--- src/rtl/booth_multiplier.sv ---
// booth_multiplier: sequential radix-2 Booth signed multiplier with control FSM and datapath
module booth_multiplier_datapath #(
  parameter int WIDTH = 8
) (
  input  logic               clk,
  input  logic               rst,
  input  logic               load,
  input  logic               run,
  input  logic [WIDTH-1:0]   multiplicand,
  input  logic [WIDTH-1:0]   multiplier,
  output logic [2*WIDTH-1:0] product,
  output logic               last
);
  localparam int CW = $clog2(WIDTH + 1);
  logic [WIDTH:0]   a_q, a_d, m_q, m_d, sum;
  logic [WIDTH-1:0] q_q, q_d;
  logic             qm1_q, qm1_d;
  logic [CW-1:0]    cnt_q, cnt_d;
  logic [CW-1:0]    counter_value;
  logic [WIDTH:0]   reg_A;
  logic [WIDTH-1:0] reg_Q;
  logic             q_minus_1;
  logic [1:0]       booth_bits;
  assign counter_value = cnt_q;
  assign reg_A         = a_q;
  assign reg_Q         = q_q;
  assign q_minus_1     = qm1_q;
  assign booth_bits    = {q_q[0], qm1_q};
  assign product       = {a_q[WIDTH-1:0], q_q};
  assign last          = cnt_q == CW'(1);
  // Load operands, or add/subtract M then arithmetic-shift {A, Q, Q-1} right by one
  always_comb begin
    sum   = booth_bits == 2'b01 ? a_q + m_q : booth_bits == 2'b10 ? a_q - m_q : a_q;
    a_d   = load ? '0 : run ? {sum[WIDTH], sum[WIDTH:1]} : a_q;
    q_d   = load ? multiplier : run ? {sum[0], q_q[WIDTH-1:1]} : q_q;
    qm1_d = load ? 1'b0 : run ? q_q[0] : qm1_q;
    m_d   = load ? {multiplicand[WIDTH-1], multiplicand} : m_q;
    cnt_d = load ? CW'(WIDTH) : run ? cnt_q - 1'b1 : cnt_q;
  end
  // Datapath registers, cleared by the active-low synchronous reset
  always_ff @(posedge clk) begin
    if (!rst) begin
      a_q   <= '0;
      q_q   <= '0;
      qm1_q <= 1'b0;
      m_q   <= '0;
      cnt_q <= '0;
    end else begin
      a_q   <= a_d;
      q_q   <= q_d;
      qm1_q <= qm1_d;
      m_q   <= m_d;
      cnt_q <= cnt_d;
    end
  end
endmodule

module booth_multiplier #(
  parameter int WIDTH = 8
) (
  input  logic               clk,
  input  logic               rst,
  input  logic [WIDTH-1:0]   multiplicand,
  input  logic [WIDTH-1:0]   multiplier,
  output logic [2*WIDTH-1:0] product,
  output logic               done
);
  typedef enum logic [1:0] {LOAD, RUN, DONE} state_t;
  state_t state_q, state_d;
  logic   done_q, done_d, load, run, last;
  booth_multiplier_datapath #(.WIDTH(WIDTH)) datapath_unit (
    .clk(clk), .rst(rst), .load(load), .run(run),
    .multiplicand(multiplicand), .multiplier(multiplier),
    .product(product), .last(last)
  );
  assign done = done_q;
  // Next state and datapath controls; done latches one edge after entering DONE
  always_comb begin
    load    = state_q == LOAD;
    run     = state_q == RUN;
    state_d = load ? RUN : (run && last) ? DONE : state_q;
    done_d  = done_q | (state_q == DONE);
  end
  // State and done registers
  always_ff @(posedge clk) begin
    if (!rst) begin
      state_q <= LOAD;
      done_q  <= 1'b0;
    end else begin
      state_q <= state_d;
      done_q  <= done_d;
    end
  end
endmodule

--- config.mk ---
export PLATFORM = sky130hd
export DESIGN_NAME = booth_multiplier
export DESIGN_NICKNAME = d
export VERILOG_FILES = /design/src/rtl/booth_multiplier.sv
export SDC_FILE = /design/constraint.sdc
export NUM_CORES = 1
export LEC_CHECK = 0
export ABC_AREA = 1
export CAP_MARGIN = 20
export CELL_PAD_IN_SITES_DETAIL_PLACEMENT = 1
export CELL_PAD_IN_SITES_GLOBAL_PLACEMENT = 1
export CORE_MARGIN = 1.5
export CORE_UTILIZATION = 35
export CTS_CLUSTER_DIAMETER = 80
export CTS_CLUSTER_SIZE = 28
export DETAILED_ROUTE_END_ITERATION = 12
export HOLD_SLACK_MARGIN = 0.05
export PLACE_DENSITY_LB_ADDON = 0.3
export RECOVER_POWER = 25
export SLEW_MARGIN = 20
export SYNTH_ARGS = -nofsm -noshare
export SYNTH_HDL_FRONTEND = slang
export SYNTH_SLANG_ARGS = --single-unit
--- constraint.sdc ---
create_clock -name clk -period 1.8 [get_ports clk]
set_input_delay 0.36 -clock clk [delete_from_list [all_inputs] [get_ports clk]]
set_output_delay 0.36 -clock clk [all_outputs]
set_load 0.05 [all_outputs]
==> results of run 1 <==
cells by family (layout without fill, tap and decap cells):
group | Yosys count | after routing | synth area share
simple gates | 147 | 147 | 0.277
compound gates | 71 | 71 | 0.182
buf+inv | 65 | 110 | 0.118
flops | 32 | 32 | 0.291
fa+ha+maj | 22 | 22 | 0.132
cells in the final DEF, fill, tap and decap left out, drive strengths merged:
cell           instances
a21boi                 1
a21oi                 32
a22oi                  2
a31oi                  3
and2                   2
buf                   28
clkbuf                10
clkdlybuf4s50         17
clkinv                 1
clkinvlp               1
dfxtp                 32
fa                     2
ha                    20
inv                   53
nand2                 84
nand3                 19
nand3b                 1
nand4                  2
nor2                  37
nor4                   1
o211ai                 3
o21a                   1
o21ai                 25
o21bai                 2
o221ai                 1
o31ai                  1
or2                    1
per-stage QoR:
stage | std cells | hold WS, ps | utilization | setup slack, ps | total power, W
6_report | 457 | 483 | 0.463 | 123 | 0.00205
5_1_grt | 457 | 507 | 0.463 | 9.12 | 0.00218
4_1_cts | 457 | 485 | 0.457 | 13.8 | 0.00205
3_5_place_dp | 450 | 474 | 0.443 | 18.5 | 0.00149
3_3_place_gp | 450 | 462 | 0.443 | 104 | 0.00147
2_1_floorplan | 337 | 450 | - | 13.5 | 0.00127
metal layers:
metal	share of wire	up-vias	track usage
met5	0	-	0
met4	0.026	0	0.0915
met3	0.031	17	0.0418
met2	0.49	41	0.367
met1	0.45	1074	0.255
li1	-	1155	-
registers in the layout (all words and copies together) (netlist names):
signal                   cells
datapath_unit.q_minus_1      1
done                         1
state_q                      2
datapath_unit.cnt_q          4
datapath_unit.q_q            8
datapath_unit.m_q            8
datapath_unit.a_q            8
cell type report:
cell class	instances	share of cell area
inverter	53	0.0718
tap	75	0.0338
clock buffer	5	0.0248
sequential	32	0.234
clock inverter	2	0.00451
timing repair buffer	50	0.144
multi-input combinational	240	0.487
worst min-delay path, stage by stage, from the launching register on:
cell	delay (ps)
dfxtp_1	330
nand2_1	60
a21oi_1	60
report_power, final:
group          switching, W  total, W  internal, W
Clock              0.000294  0.000556     0.000262
Sequential        0.0000420  0.000802     0.000760
Combinational      0.000435  0.000691     0.000257
timing repair:
action,4_1_cts,5_1_grt
hold buffers,0,0
endpoints found under the setup margin,1,5
gates cloned,0,0
pin swaps,0,5
gates resized for setup,1,17
worst max path at each step:
stage                                         to  slack, ps  cells after the start
2_1_floorplan  datapath_unit.a_q[6]$_SDFFE_PP0P_         10                      9
3_3_place_gp   datapath_unit.a_q[5]$_SDFFE_PP0P_        100                     12
3_5_place_dp   datapath_unit.a_q[5]$_SDFFE_PP0P_         20                     12
4_1_cts        datapath_unit.a_q[5]$_SDFFE_PP0P_         10                     12
5_1_grt        datapath_unit.a_q[7]$_SDFFE_PP0P_          9                      9
6_report       datapath_unit.a_q[7]$_SDFFE_PP0P_        120                      9
==> results.toml, run 1 <==
[grt]
grt_max_degree = 18
grt_pass1_wl_um = 10700
overflow = 0
antenna_found_initial = 0
grt_pass1_vias = 2283
grt_usage = 0.213

[placed_design]
gp_congestion = 0.865
dp_hpwl_um = 5000
io_buffers = 34
place_area_um2 = 2660

[clock_network]
clkTransAtPathRegs_ps = 70
cts_buffers = 5
clk_path_buf_depth = 2
cts_tree = "done"
clock_sink_count = 32
clk_latency_ps = 290
cts-root-buf = "clkbuf_8"
htreeDepth = 2
post_cts_buffers = 0

[timing]
drv_slew = 0
timing_hold_violations_final = 0
max_freq_mhz = 596
fin_crit_ps = 1680
relSlewSlack = 0.605
timing.setup.tns_ps = 0
tightestPinTransition_ps = 596
post-route-period-util = 0.931
rsz0062_at_grt = "false"
setup_viol = 0
fin_skew_ps = 3.18

[critical_path]
reg2reg_setup_slack_ps = 120
worstSetupPathType = "reg2reg"
crit-reg2reg-launch = "datapath_unit.a_q[0]$_SDFFE_PP0P_"
end_kind = "flop"
cp_slowest_stage_delay_ps = 390
crit_path_cell_trace = "ha_2 > fa_2 > nand3_1 > nand3_2 > nand2_1 > nand3_1 > nand2_1 > nand2_1 > a21oi_1"
worstPathRequired_ps = 2020
cp_max_fo = 4
cp_slowest_cell = "fa_2"
cp_top_family = "adder cells"
rr_worst_depth = 9
cp-start-kind = "flop"
worstPathArrival_ps = 1890
worst-path-buf-inv = 0
crit_start = "datapath_unit.a_q[0]$_SDFFE_PP0P_"
worstReg2RegEnd = "datapath_unit.a_q[7]$_SDFFE_PP0P_"
crit_path_frequent_cell = "nand2_1"

[flow_run]
drv_cap = 0

[synthesis]
yosys.area.top_type = "dfxtp_1"
syn_avg_cell_area_um2 = 6.52
synth.most_common_cell = "nand2_1"
ys_types = 31
netlist_area_um2 = 2200
synth.top_cell.area_share = 0.291
ys_top_cells_by_count = "nand2_1, inv_1, nor2_1, dfxtp_1, a21oi_1"
yosys_most_used_dff = "dfxtp_1"
yosysSeqAreaShare = 0.291
synth_edf_count = 0
yosys_warnings = 0
synthArstFlopShare = 0
synth-seq-cells = 32
synth_cells = 337
netlist_top_cells_area = "dfxtp_1, nand2_1, ha_1"
syn_nets = 377

[min_path]
min-delay-start = "datapath_unit.cnt_q[0]$_SDFFE_PP0P_"
hp-class = "reg2reg"
min_path_cells = 2
hold-path-endpoint = "datapath_unit.cnt_q[0]$_SDFFE_PP0P_"

[outcome]
outcome = "complete, no violations"

[detailed_routing]
antenna_left = 0
drt-pass1-iter-count = 4
drt_wl_total_um = 6590
wl_per_cell_um = 14.4
avgViaCountPerCell = 5.00
drt-initial-drc-count = 60
vias = 2287
drcViolationCount = 0

[finish]
regArea_um2 = 648
nFillCells = 797
drive_gt1_frac = 0.170
post-route-cell-area_um2 = 2770
multi_input_area_um2 = 1350
n_antenna_cell = 0
nets = 422
area_growth_pct = 26.1

[die]
start_util = 0.367
die_area_um2 = 6770
die_y_um = 82.3
io_pins = 35
die_w_um = 82.3
core_um2 = 5990
core.rowCount = 28

[pwr]
power.leakage_nw = 1.37
peakVddDrop_mv = 0.341
p_per_area_nw_per_um2 = 739
No activity file was read; power rests on OpenSTA's default activity.
==> run 2, diff against run 1 <==
--- a/config.mk
+++ b/config.mk
@@ -20,4 +20,5 @@
 export SLEW_MARGIN = 20
 export SYNTH_ARGS = -nofsm -noshare
 export SYNTH_HDL_FRONTEND = slang
+export SYNTH_HIERARCHICAL = 1
 export SYNTH_SLANG_ARGS = --single-unit
==> results.toml, run 2 <==
[outcome]
outcome = "complete, no violations"

[finish]
drive_gt1_frac = 0.186
final_cell_count_no_fill = 467
nets = 431
top_regs = "datapath_unit/a_q: 8 flops, datapath_unit/m_q: 8 flops, datapath_unit/q_q: 8 flops"
n_antenna_cell = 0
area_growth_pct = 29.8
layout_commonest_cell = "nand2_1"
fin_util = 0.478
layout_common_cells = "nand2_1, inv_1, nor2_1, buf_4"

[clock_network]
cts_tree = "done"
clk_latency_ps = 280
cts_buffers = 5
clkTransAtPathRegs_ps = 70
ctsHoldBuffers = 0
htreeDepth = 2
cts-root-buf = "clkbuf_8"
clock_sink_count = 32
clk_path_buf_depth = 2

[die]
io_pins = 35
die_y_um = 82.6
die_area_um2 = 6820
core.rowCount = 28
core_um2 = 6030
start_util = 0.368
die_w_um = 82.6

[critical_path]
worst-path-buf-inv = 2
cp_slowest_stage_delay_ps = 360
worstSetupPathType = "reg2reg"
crit-reg2reg-launch = "datapath_unit/a_q[0]$_SDFFE_PP0P_"
rr_worst_depth = 12
worstReg2RegEnd = "datapath_unit/a_q[5]$_SDFFE_PP0P_"
cp-start-kind = "flop"
crit_path_cell_trace = "inv_4 > ha_4 > inv_2 > fa_2 > nand2_2 > nand2_2 > nand3b_1 > nand3_1 > nand3_1 > nand2_1 > nor2_1 > nor2_1"
cp_slowest_cell = "dfxtp_4"
worstPathRequired_ps = 1980
end_kind = "flop"
cp_top_family = "simple AND/OR/NAND/NOR gates"
cp_max_fo = 4
reg2reg_setup_slack_ps = 110
worstPathArrival_ps = 1870

[detailed_routing]
avgViaCountPerCell = 4.91
antenna_left = 0
drcViolationCount = 0
vias = 2293
drt_wl_total_um = 6700
drt-pass1-iter-count = 4
wl_per_cell_um = 14.3
drt-initial-drc-count = 62

[synthesis]
ys_top_cells_by_count = "nand2_1, inv_1, nor2_1, dfxtp_1, a21oi_1"
netlist_area_um2 = 2220
netlist_top_cells_area = "dfxtp_1, nand2_1, ha_1"
yosys_warnings = 6
yosysSeqAreaShare = 0.289
syn_nets = 378
yosys.area.top_type = "dfxtp_1"
synth-seq-cells = 32
synth_cells = 338
synth.most_common_cell = "nand2_1"
synth_edf_count = 0
ys_types = 29
synth.top_cell.area_share = 0.289
syn_avg_cell_area_um2 = 6.56
synthArstFlopShare = 0
yosys_most_used_dff = "dfxtp_1"

[min_path]
hold-path-endpoint = "done$_SDFF_PN0_"
hp-class = "reg2reg"
min-delay-start = "done$_SDFF_PN0_"
min_path_cells = 2

[timing]
tightestPinTransition_ps = 735
max_freq_mhz = 590
post-route-period-util = 0.941
relSlewSlack = 0.510
timing.final.ws_setup_ps = 106
setup_viol = 0
rsz0062_at_grt = "true"
timing_hold_violations_final = 0
drv_slew = 0
fin_skew_ps = 2.56
fin_crit_ps = 1690

[flow_run]
drv_cap = 0

[grt]
antenna_found_initial = 0
grt_pass1_vias = 2257
grt_usage = 0.214
overflow = 0
grt_pass1_wl_um = 10900
grt_max_degree = 18

[placed_design]
dp_hpwl_um = 5280
io_buffers = 34
gp_congestion = 0.865
pre_cts_slack_ps = 31.1
placed_cells = 458

[pwr]
peakVddDrop_mv = 0.444
switching_power_w = 0.000769
clkPwrFrac = 0.283
p_sw_frac = 0.366
combPwrFrac = 0.337
power.leakage_nw = 1.40
p_per_area_nw_per_um2 = 731
p_seq_frac = 0.380
total_power_w = 0.00210
p_int_w = 0.00133
run 2: changes by cell type after synthesis, sizes merged, moves of 3 or more:
cell / previous run / this run
nand2: 84 / 81
a21oi: 32 / 28
inv: 53 / 63
buf: 9 / 5
run 2: cell type report:
| class | instances | area, um^2 |
|---|---|---|
| clock buffer | 6 | 82.6 |
| tap | 75 | 93.8 |
| inverter | 63 | 239 |
| sequential | 32 | 652 |
| fill | 795 | 3150 |
| clock inverter | 2 | 15.0 |
| multi-input combinational | 235 | 1370 |
| timing repair buffer | 54 | 427 |
run 2: cell families after synthesis:
group | count (synthesis) | synth area share
compound gates | 67 | 0.177
buf+inv | 71 | 0.126
flops | 32 | 0.289
xor+xnor | 2 | 0.00790
fa+ha+maj | 22 | 0.131
simple gates | 144 | 0.270
run 2: how the worst max path moves through the flow:
| stage | from | endpoint | slack, ps | cells after the start |
|---|---|---|---|---|
| floorplan | datapath_unit/a_q[1]$_SDFFE_PP0P_ | datapath_unit/a_q[6]$_SDFFE_PP0P_ | 1 | 9 |
| global placement | datapath_unit/a_q[0]$_SDFFE_PP0P_ | datapath_unit/a_q[5]$_SDFFE_PP0P_ | 90 | 12 |
| detailed placement | datapath_unit/a_q[0]$_SDFFE_PP0P_ | datapath_unit/a_q[5]$_SDFFE_PP0P_ | 30 | 12 |
| CTS | datapath_unit/a_q[0]$_SDFFE_PP0P_ | datapath_unit/a_q[5]$_SDFFE_PP0P_ | 10 | 12 |
| global route | datapath_unit/a_q[0]$_SDFFE_PP0P_ | datapath_unit/a_q[5]$_SDFFE_PP0P_ | -40 | 12 |
| finish | datapath_unit/a_q[0]$_SDFFE_PP0P_ | datapath_unit/a_q[5]$_SDFFE_PP0P_ | 110 | 12 |
run 2: timing repair:
action                     CTS  global route
gates resized for setup      0            26
setup endpoints to repair    0             5
buffers inserted             0             1
run 2: tightest hold or removal path, stage by stage, from the launching register on:
cell     delay (ps)
dfxtp_1         320
inv_1            60
a21oi_2          50
run 2: power groups by stage:
stage | registers [W] | clock network [W] | logic (W)
6_report | 0.000800 | 0.000595 | 0.000709
5_1_grt | 0.000806 | 0.000648 | 0.000794
4_1_cts | 0.000797 | 0.000620 | 0.000688
3_5_place_dp | 0.000813 | 0 | 0.000683
3_3_place_gp | 0.000808 | 0 | 0.000669
2_1_floorplan | 0.000885 | 0 | 0.000368
run 2: metrics by stage:
step / setup TNS [ps] / area, um^2 / hold WS (ps)
after floorplan: 0 / 2220 / 451
final: 0 / 2880 / 467
after CTS: 0 / 2830 / 477
after global placement: 0 / 2730 / 457
after global routing: -37.7 / 2880 / 495
after detailed placement: 0 / 2730 / 463
run 2: per-layer routing:
metal  track usage  up-vias  wire length [um]
li1              -     1172                 -
met1         0.280     1081              3090
met2         0.369       35              3350
met3        0.0297        5               189
met4        0.0517        0                67
met5             0        -                 0
